File: src/rtl/vip_apb3_master_bridge.sv
// vip_apb3_master_bridge
// Turns a valid/ready command stream into single outstanding APB3 transfers
// on a multi-slave bus. The slave is picked by the upper address bits.
// Results, decode errors and slave timeouts come back on a valid/ready
// response stream.
//
// state  | meaning
// IDLE   | cmd_ready=1, waiting for a command
// SETUP  | psel[idx]=1, penable=0, address/data on the bus
// ACCESS | psel[idx]=1, penable=1, waiting for pready[idx] or timeout
// RESP   | rsp_valid=1, result held until rsp_ready

module vip_apb3_master_bridge #(
  parameter int APB_ADDR_WIDTH_P   = 16,
  parameter int APB_DATA_WIDTH_P   = 32,
  parameter int APB_NR_OF_SLAVES_P = 4,
  parameter int SLAVE_SEL_LSB_P    = 12,
  parameter int TIMEOUT_P          = 255
) (
  input  logic                                         clk,
  input  logic                                         rst,
  input  logic                                         cmd_valid,
  output logic                                         cmd_ready,
  input  logic                                         cmd_write,
  input  logic [APB_ADDR_WIDTH_P-1:0]                  cmd_addr,
  input  logic [APB_DATA_WIDTH_P-1:0]                  cmd_wdata,
  output logic                                         rsp_valid,
  input  logic                                         rsp_ready,
  output logic [APB_DATA_WIDTH_P-1:0]                  rsp_rdata,
  output logic                                         rsp_slverr,
  output logic                                         rsp_tmo,
  output logic [APB_ADDR_WIDTH_P-1:0]                  paddr,
  output logic [APB_NR_OF_SLAVES_P-1:0]                psel,
  output logic                                         penable,
  output logic                                         pwrite,
  output logic [APB_DATA_WIDTH_P-1:0]                  pwdata,
  input  logic [APB_NR_OF_SLAVES_P-1:0]                pready,
  input  logic [APB_NR_OF_SLAVES_P*APB_DATA_WIDTH_P-1:0] prdata,
  input  logic                                         pslverr
);

  localparam int SEL_W = APB_ADDR_WIDTH_P - SLAVE_SEL_LSB_P;
  localparam int CNT_W = $clog2(TIMEOUT_P + 1);
  localparam logic [CNT_W-1:0] TMO_C = CNT_W'(TIMEOUT_P);

  typedef enum logic [1:0] {
    IDLE   = 2'd0,
    SETUP  = 2'd1,
    ACCESS = 2'd2,
    RESP   = 2'd3
  } state_t;

  state_t                      state_q,  state_d;
  logic [APB_ADDR_WIDTH_P-1:0] addr_q,   addr_d;
  logic [APB_DATA_WIDTH_P-1:0] wdata_q,  wdata_d;
  logic                        write_q,  write_d;
  logic [APB_DATA_WIDTH_P-1:0] rdata_q,  rdata_d;
  logic                        slverr_q, slverr_d;
  logic                        tmo_q,    tmo_d;
  logic [CNT_W-1:0]            cnt_q,    cnt_d;

  logic [SEL_W-1:0]              cmd_idx;
  logic [SEL_W-1:0]              cur_idx;
  logic                          decode_err;
  logic                          pready_sel;
  logic [APB_DATA_WIDTH_P-1:0]   prdata_sel;
  logic [APB_NR_OF_SLAVES_P-1:0] psel_onehot;

  assign cmd_idx    = cmd_addr[APB_ADDR_WIDTH_P-1:SLAVE_SEL_LSB_P];
  assign cur_idx    = addr_q[APB_ADDR_WIDTH_P-1:SLAVE_SEL_LSB_P];
  // 32-bit compare so that a full 2^SEL_W slave count still decodes correctly
  assign decode_err = 32'(cmd_idx) >= 32'(APB_NR_OF_SLAVES_P);

  // Lane steering for the registered slave index; other lanes are ignored
  always_comb begin
    pready_sel  = 1'b0;
    prdata_sel  = '0;
    psel_onehot = '0;
    for (int i = 0; i < APB_NR_OF_SLAVES_P; i++) begin
      if (cur_idx == SEL_W'(i)) begin
        pready_sel     = pready[i];
        prdata_sel     = prdata[i*APB_DATA_WIDTH_P +: APB_DATA_WIDTH_P];
        psel_onehot[i] = 1'b1;
      end
    end
  end

  // Next-state, capture of the command and of the transfer result
  always_comb begin
    state_d  = state_q;
    addr_d   = addr_q;
    wdata_d  = wdata_q;
    write_d  = write_q;
    rdata_d  = rdata_q;
    slverr_d = slverr_q;
    tmo_d    = tmo_q;
    cnt_d    = cnt_q;
    case (state_q)
      IDLE: begin
        if (cmd_valid) begin
          addr_d   = cmd_addr;
          wdata_d  = cmd_wdata;
          write_d  = cmd_write;
          rdata_d  = '0;
          slverr_d = 1'b0;
          tmo_d    = 1'b0;
          cnt_d    = '0;
          if (decode_err) begin
            slverr_d = 1'b1;
            state_d  = RESP;
          end else begin
            state_d  = SETUP;
          end
        end
      end
      SETUP: state_d = ACCESS;
      ACCESS: begin
        if (pready_sel) begin
          rdata_d  = write_q ? '0 : prdata_sel;
          slverr_d = pslverr;
          state_d  = RESP;
        end else begin
          // saturate rather than wrap; abort once the budget is used up
          if (cnt_q != TMO_C) cnt_d = cnt_q + CNT_W'(1);
          if (cnt_d == TMO_C) begin
            rdata_d  = '0;
            slverr_d = 1'b1;
            tmo_d    = 1'b1;
            state_d  = RESP;
          end
        end
      end
      RESP: begin
        if (rsp_ready) begin
          cnt_d   = '0;
          state_d = IDLE;
        end
      end
      default: state_d = IDLE;
    endcase
  end

  // State and datapath registers, synchronous reset wins in every state
  always_ff @(posedge clk) begin
    if (rst) begin
      state_q  <= IDLE;
      addr_q   <= '0;
      wdata_q  <= '0;
      write_q  <= 1'b0;
      rdata_q  <= '0;
      slverr_q <= 1'b0;
      tmo_q    <= 1'b0;
      cnt_q    <= '0;
    end else begin
      state_q  <= state_d;
      addr_q   <= addr_d;
      wdata_q  <= wdata_d;
      write_q  <= write_d;
      rdata_q  <= rdata_d;
      slverr_q <= slverr_d;
      tmo_q    <= tmo_d;
      cnt_q    <= cnt_d;
    end
  end

  assign cmd_ready  = (state_q == IDLE);
  assign rsp_valid  = (state_q == RESP);
  assign rsp_rdata  = rdata_q;
  assign rsp_slverr = slverr_q;
  assign rsp_tmo    = tmo_q;
  assign paddr      = addr_q;
  assign pwrite     = write_q;
  assign pwdata     = wdata_q;
  // psel/penable derive from state so they drop the cycle after ACCESS ends
  assign psel       = (state_q == SETUP || state_q == ACCESS) ? psel_onehot : '0;
  assign penable    = (state_q == ACCESS);

endmodule

File: config.mk
export PLATFORM = sky130hd
export DESIGN_NAME = vip_apb3_master_bridge
export DESIGN_NICKNAME = d
export VERILOG_FILES = /design/src/rtl/vip_apb3_master_bridge.sv
export SDC_FILE = /design/constraint.sdc
export NUM_CORES = 1
export LEC_CHECK = 0
export ABC_AREA = 1
export BUFFER_PORTS_ARGS = -buffer_cell sky130_fd_sc_hd__clkbuf_2
export CAP_MARGIN = 20
export CORE_AREA = 2 2 108 110
export CTS_CLUSTER_DIAMETER = 30
export DETAILED_ROUTE_END_ITERATION = 8
export DIE_AREA = 0 0 110 112
export GPL_TIMING_DRIVEN = 0
export PLACE_DENSITY = 0.81
export SLEW_MARGIN = 20
export SYNTH_ARGS = -nofsm -noshare
export SYNTH_HDL_FRONTEND = slang
export SYNTH_SLANG_ARGS = --single-unit
File: constraint.sdc
create_clock -name clk -period 2.7 [get_ports clk]
set_input_delay 0.135 -clock clk [delete_from_list [all_inputs] [get_ports clk]]
set_output_delay 0.135 -clock clk [all_outputs]
set_load 0.01 [all_outputs]
== Word-level counts from Yosys, hierarchy flattened ==
Cells that the tools add are included.

* $add $sub $neg: 1
* Multipliers: 0
* Div/mod/pow operators: 0
* Magnitude comparators: 1
* Equality and inequality tests: 13
* Shift-type cells: 0
* Muxes and demuxes: 39
* Bitwise gates (word level): 0
* Reductions and logical operators: 10

{| class="wikitable"
|+ Operators by type and width
! cell !! count
|-
| $mux 32 || 8
|-
| $pmux 32 s2 || 1
|-
| $mux 8 || 6
|-
| $pmux 8 s3 || 1
|-
| $mux 1 || 14
|-
| $mux 2 || 5
|-
| $add 8x1->8 const B || 1
|-
| $eq 4x2->1 const B || 2
|-
| $eq 8x8->1 const B || 1
|-
| $ne 8x8->1 const B || 1
|-
| $pmux 2 s4 || 1
|-
| $reduce_and 4->1 || 2
|-
| $reduce_and 3->1 || 2
|-
| $eq 2x2->1 const B || 2
|-
| $eq 4x1->1 const B || 1
|-
| $ge 4x3->1 const B || 1
|-
| $logic_not 4->1 || 1
|-
| $mux 4 || 1
|-
| $ne 2x1->1 const B || 2
|-
| $ne 2x2->1 const B || 2
|-
| $pmux 1 s2 || 2
|-
| $ne 3x1->1 const B || 1
|-
| $reduce_bool 3->1 || 1
|-
| $eq 2x1->1 const B || 1
|-
| other kinds (4) || 4
|}

* Register bits: 93
* Bits in latches: 0
* RAM bits: 0
* Memory bits (read-only): 0
* Output and inout bits: 90
* Memories: 0

== Depth between registers and ports, before layout ==
* Depth after elaboration: 11
* Depth in mapped cells: 15
* Mapped depth without buffers: 14

== Worst setup path after synthesis ==
No wires, ideal clock.

* Kind: register -> register
* From: register state_q[0]
* To: register rdata_q[10], in the netlist rsp_rdata[10]
* Arrival: 1.725 ns
* Data required time: 2.585 ns
* Setup slack: 0.860 ns
* Stages on the path, launching flop included: 10
* Clock period less this slack: 1.840 ns
* Cells stage by stage: dfxtp_1 inv_1 ha_1 inv_1 nor2_1 a21oi_1 clkbuf_1 nand3_1 nand2_1 nor2_1

* Word-level cells in the longest chain between the ends: 3
* Elaborated cells on any way between the ends: 7
* Those cells by class: 3 x eq/ne; 1 x mux; 3 x reduce/logical

{| class="wikitable"
|+ Ends and longest elaborated chain
! element !! line !! text
|-
| start, declared || 53 || <nowiki>state_t state_q, state_d;</nowiki>
|-
| start signal, assigned || 155 || <nowiki>state_q <= state_d;</nowiki>
|-
| $logic_not 2->1 * || -- ||
|-
| net cmd_ready || 23 || <nowiki>output logic cmd_ready,</nowiki>
|-
| $ne 2x2->1 (no source line) or $reduce_bool 2->1 (tied branches) || -- ||
|-
| $reduce_and 3->1 (no source line) || -- ||
|-
| end signal, assigned || 159 || <nowiki>rdata_q <= rdata_d;</nowiki>
|-
| end, declared || 57 || <nowiki>logic [APB_DATA_WIDTH_P-1:0] rdata_q, rdata_d;</nowiki>
|}

Mark *: on every way through the listed nets, which the timed path passes. The rest lies on a longest branch.
A chain may end at the register's enable or synchronous reset.

== Worst setup path in the final report ==
* From: register addr_q[13], in the netlist paddr[13]
* To: register rdata_q[24], in the netlist rsp_rdata[24]

* Word-level cells in the longest chain between the ends: 8
* Elaborated cells on any way between the ends: 17
* Those cells by class: 4 x eq/ne; 11 x mux; 2 x reduce/logical

{| class="wikitable"
|+ Ends and longest elaborated chain
! element !! line !! text
|-
| start, declared || 54 || <nowiki>logic [APB_ADDR_WIDTH_P-1:0] addr_q, addr_d;</nowiki>
|-
| start signal, assigned || 156 || <nowiki>addr_q <= addr_d;</nowiki>
|-
| $logic_not 4->1 || 80 || <nowiki>if (cur_idx == SEL_W'(i)) begin</nowiki>
|-
| $mux 32 (4 in series) || 80 ||
|-
| $mux 32 || 119 || <nowiki>rdata_d = write_q ? '0 : prdata_sel;</nowiki>
|-
| $mux 32 || 118 || <nowiki>if (pready_sel) begin</nowiki>
|-
| $pmux 32 s2 || 98 || <nowiki>case (state_q)</nowiki>
|}

Several ways; a longest one is shown, not always the timed one.

==> results_dict.tcl <==
set metrics [dict create \
    die-height_um 112 \
    crit_type "register to register" \
    dr.pass1.iters 5 \
    crit_required_ps 2970 \
    crit_path_max_incr_delay_ps 450 \
    grt_pass1_wl_um 26700 \
    final-max-slew-violation-count 0 \
    r2r_cells 11 \
    p_seq_share_pct 29.4 \
    wl_per_cell_um 14.6 \
    synth-seq-area-share_pct 37.3 \
    htreeDepth 3 \
    place.gp.congestion 0.940 \
    worstPathCellList "inv_1 > nand2_2 > inv_2 > nand2_1 > buf_2 > nor2_1 > o21ai_0 > o21ai_0 > nor3_1 > nor2_1 > nor2_1" \
    max_cap_violations 0 \
    cts.repair.resized 0 \
    dp_hpwl_um 14100 \
    yosysUniqueCellTypes 27 \
    dieWidth_um 110 \
    grt_pass1_vias 5473 \
    die_area_um2 12300 \
    rr_startpoint "paddr[13]$_SDFFE_PP0P_" \
    finalWorstSetupSlack_ps 238 \
    final_nets 1260 \
    clk_path_buf_depth 2 \
    p_comb_share_pct 50.9 \
    holdPathEnd "pwdata[13]$_SDFFE_PP0P_" \
    cp_max_fo 10 \
    setup_viol 0 \
    rows 39 \
    rsz0062_at_grt "no" \
    drive_gt1_share_pct 30.2 \
    finalClockSkew_ps 7.95 \
    clock-sinks 93 \
    post-route-drc-count 0 \
    critPathTopFamily "simple AND/OR/NAND/NOR gates" \
    final_antenna_net_count 0 \
    ys_seq_elements 93 \
    path_common_cell "nor2_1" \
    pin_count 276 \
    power_frac_clock_pct 19.7 \
    syn_inst 785 \
    switchingPower_mw 3.03 \
    vias_per_cell 5.08 \
    cts_tree "built" \
    portBuffers 274 \
    hold_viol_final 0 \
    hold_ws_ps 46.2 \
    cp-start-kind "register" \
    whs_path_depth 3 \
    wl_um 17800 \
    pre_cts_slack_ps 263 \
    clk_latency_ps 330 \
    syn-cell-area_um2 5000 \
    period_share_pct 91.2 \
    antenna_found_initial 0 \
    worstPathArrival_ps 2730 \
    mostFrequentLayoutCells "274 x clkbuf_2, 201 x nor2_1, 123 x o21ai_0, 115 x nand2_1, 100 x a21oi_1" \
    tns_ps 0 \
    min_from "cmd_wdata[13]" \
    gr-usage-all-layers_pct 27.8 \
    grt-ovfl-total 0 \
    cts.clk_slew.worst_paths_ps 70 \
    antenna_cells 0 \
    reg2reg_slack_ps 240 \
    min_path_type "primary input to register" \
    power_leakage_nw 3.36 \
    fmax_ghz 0.406 \
    post-cts-setup-buffer-count 0 \
    drtIter0Drc 430 \
    initial_core_util_pct 44.7 \
    period_minus_slack_ps 2460 \
    area_growth_pct 37.5 \
    mostFrequentLayoutCell "clkbuf_2" \
    max_slew_margin_pct 40.7 \
    cp.buffers_inverters 3 \
    avgSynthCellArea_um2 6.36 \
    cts_hold_buf 0 \
    outcome "completed" \
    syn-num-nets 975 \
    internal_power_mw 3.92 \
    tightest_slew_ps 882 \
    r2r_end "rsp_rdata[24]$_SDFFE_PP0P_" \
    totalPowerFinal_mw 6.95 \
    vias 6187 \
    slowest_stage "o21ai_0" \
    p_per_area_nw_per_um2 1010 \
    vdd_drop_max_uv 442 \
    grt_start_max_net_pins 17 \
    cts_buffers 9 \
    synth_warnings 0 \
    switching_share_pct 43.7 \
    worstSetupEndpointType "register" \
    core_area_um2 11200 \
    root_buffer "clkbuf_16" \
]
per-stage QoR:
stage          cell area, µm²  utilization (%)  cells
2_1_floorplan            5000                -    785
3_3_place_gp             6550             58.6   1202
3_5_place_dp             6550             58.6   1202
4_1_cts                  6870             61.5   1218
5_1_grt                  6870             61.5   1218
6_report                 6870             61.5   1218
how the worst max path moves through the flow:
stage | start | endpoint | depth (start not counted)
3_5_place_dp | paddr[13]$_SDFFE_PP0P_ | rsp_rdata[24]$_SDFFE_PP0P_ | 11
2_1_floorplan | state_q[0]$_SDFFE_PP0P_ | rsp_rdata[10]$_SDFFE_PP0P_ | 9
3_3_place_gp | paddr[14]$_SDFFE_PP0P_ | rsp_rdata[28]$_SDFFE_PP0P_ | 11
4_1_cts | paddr[13]$_SDFFE_PP0P_ | rsp_rdata[24]$_SDFFE_PP0P_ | 11
6_report | paddr[13]$_SDFFE_PP0P_ | rsp_rdata[24]$_SDFFE_PP0P_ | 11
5_1_grt | paddr[13]$_SDFFE_PP0P_ | rsp_rdata[24]$_SDFFE_PP0P_ | 11
worst register-to-register path, stage by stage (launching register included):
cell and delay, ps:
dfxtp_1 360, inv_1 70, nand2_2 240, inv_2 160
nand2_1 260, buf_2 260, nor2_1 60, o21ai_0 450
o21ai_0 190, nor3_1 180, nor2_1 60, nor2_1 100
sequential cells by signal (all words and copies together) (netlist names):
register,flops
cnt_q,8
paddr,16
pwdata,32
pwrite,1
rsp_rdata,32
rsp_slverr,1
rsp_tmo,1
state_q,2
layout make-up:
| type | instances | area [µm²] |
|---|---|---|
| buffer | 53 | 268 |
| clock buffer | 9 | 225 |
| clock inverter | 7 | 96.3 |
| fill | 1100 | 4310 |
| inverter | 28 | 106 |
| multi-input combinational | 611 | 2760 |
| sequential | 93 | 1860 |
| tap | 143 | 179 |
| timing repair buffer | 274 | 1370 |
power by group through the flow:
stage	Sequential, mW	Clock, mW	Combinational [mW]
floorplan	2.22	0	2.12
global placement	2.05	0	3.48
detailed placement	2.07	0	3.51
CTS	2.04	1.38	3.52
global route	2.09	1.45	3.96
finish	2.04	1.37	3.54
per-layer routing:
layer,track usage [%],part of all wire [%],up-vias
met3,6.15,9.5,38
met2,48.9,48,294
met5,0,0,-
li1,-,-,3148
met1,32.3,39,2707
met4,10.8,3.1,0
kinds of logic after synthesis:
kind of cell | share of synthesized area [%]
buffers and inverters | 7.49
and+or+nand+nor | 30.8
adders and majority gates | 1.00
xor gates and xnor gates | 0.175
AOI/OAI and AO/OA | 23.2
DFF | 37.3
synthesized netlist by cell type:
| library cell | number | area share (%) |
|---|---|---|
| nand2_4 | 1 | 0.23 |
| a21oi_2 | 2 | 0.35 |
| clkinv_2 | 1 | 0.10 |
| buf_6 | 6 | 1.4 |
| nor2_1 | 201 | 15 |
| ha_1 | 4 | 1.0 |
| nand3_1 | 35 | 3.5 |
| buf_4 | 2 | 0.30 |
| inv_2 | 4 | 0.30 |
| nand2_1 | 115 | 8.6 |
| a21oi_1 | 100 | 10 |
| nor3_1 | 9 | 0.90 |
| nand3_2 | 2 | 0.40 |
| o21ai_1 | 1 | 0.10 |
| nand4_1 | 2 | 0.25 |
| nor2_4 | 3 | 0.68 |
| nor2_2 | 3 | 0.38 |
| nand2_2 | 6 | 0.75 |
| buf_8 | 1 | 0.30 |
| xor2_1 | 1 | 0.18 |
| buf_1 | 9 | 0.68 |
| clkbuf_1 | 31 | 2.3 |
| dfxtp_1 | 93 | 37 |
| o21bai_1 | 3 | 0.45 |
| o21ai_0 | 123 | 12 |
| buf_2 | 4 | 0.40 |
| inv_1 | 23 | 1.7 |
No activity file was read; power rests on OpenSTA's default activity.
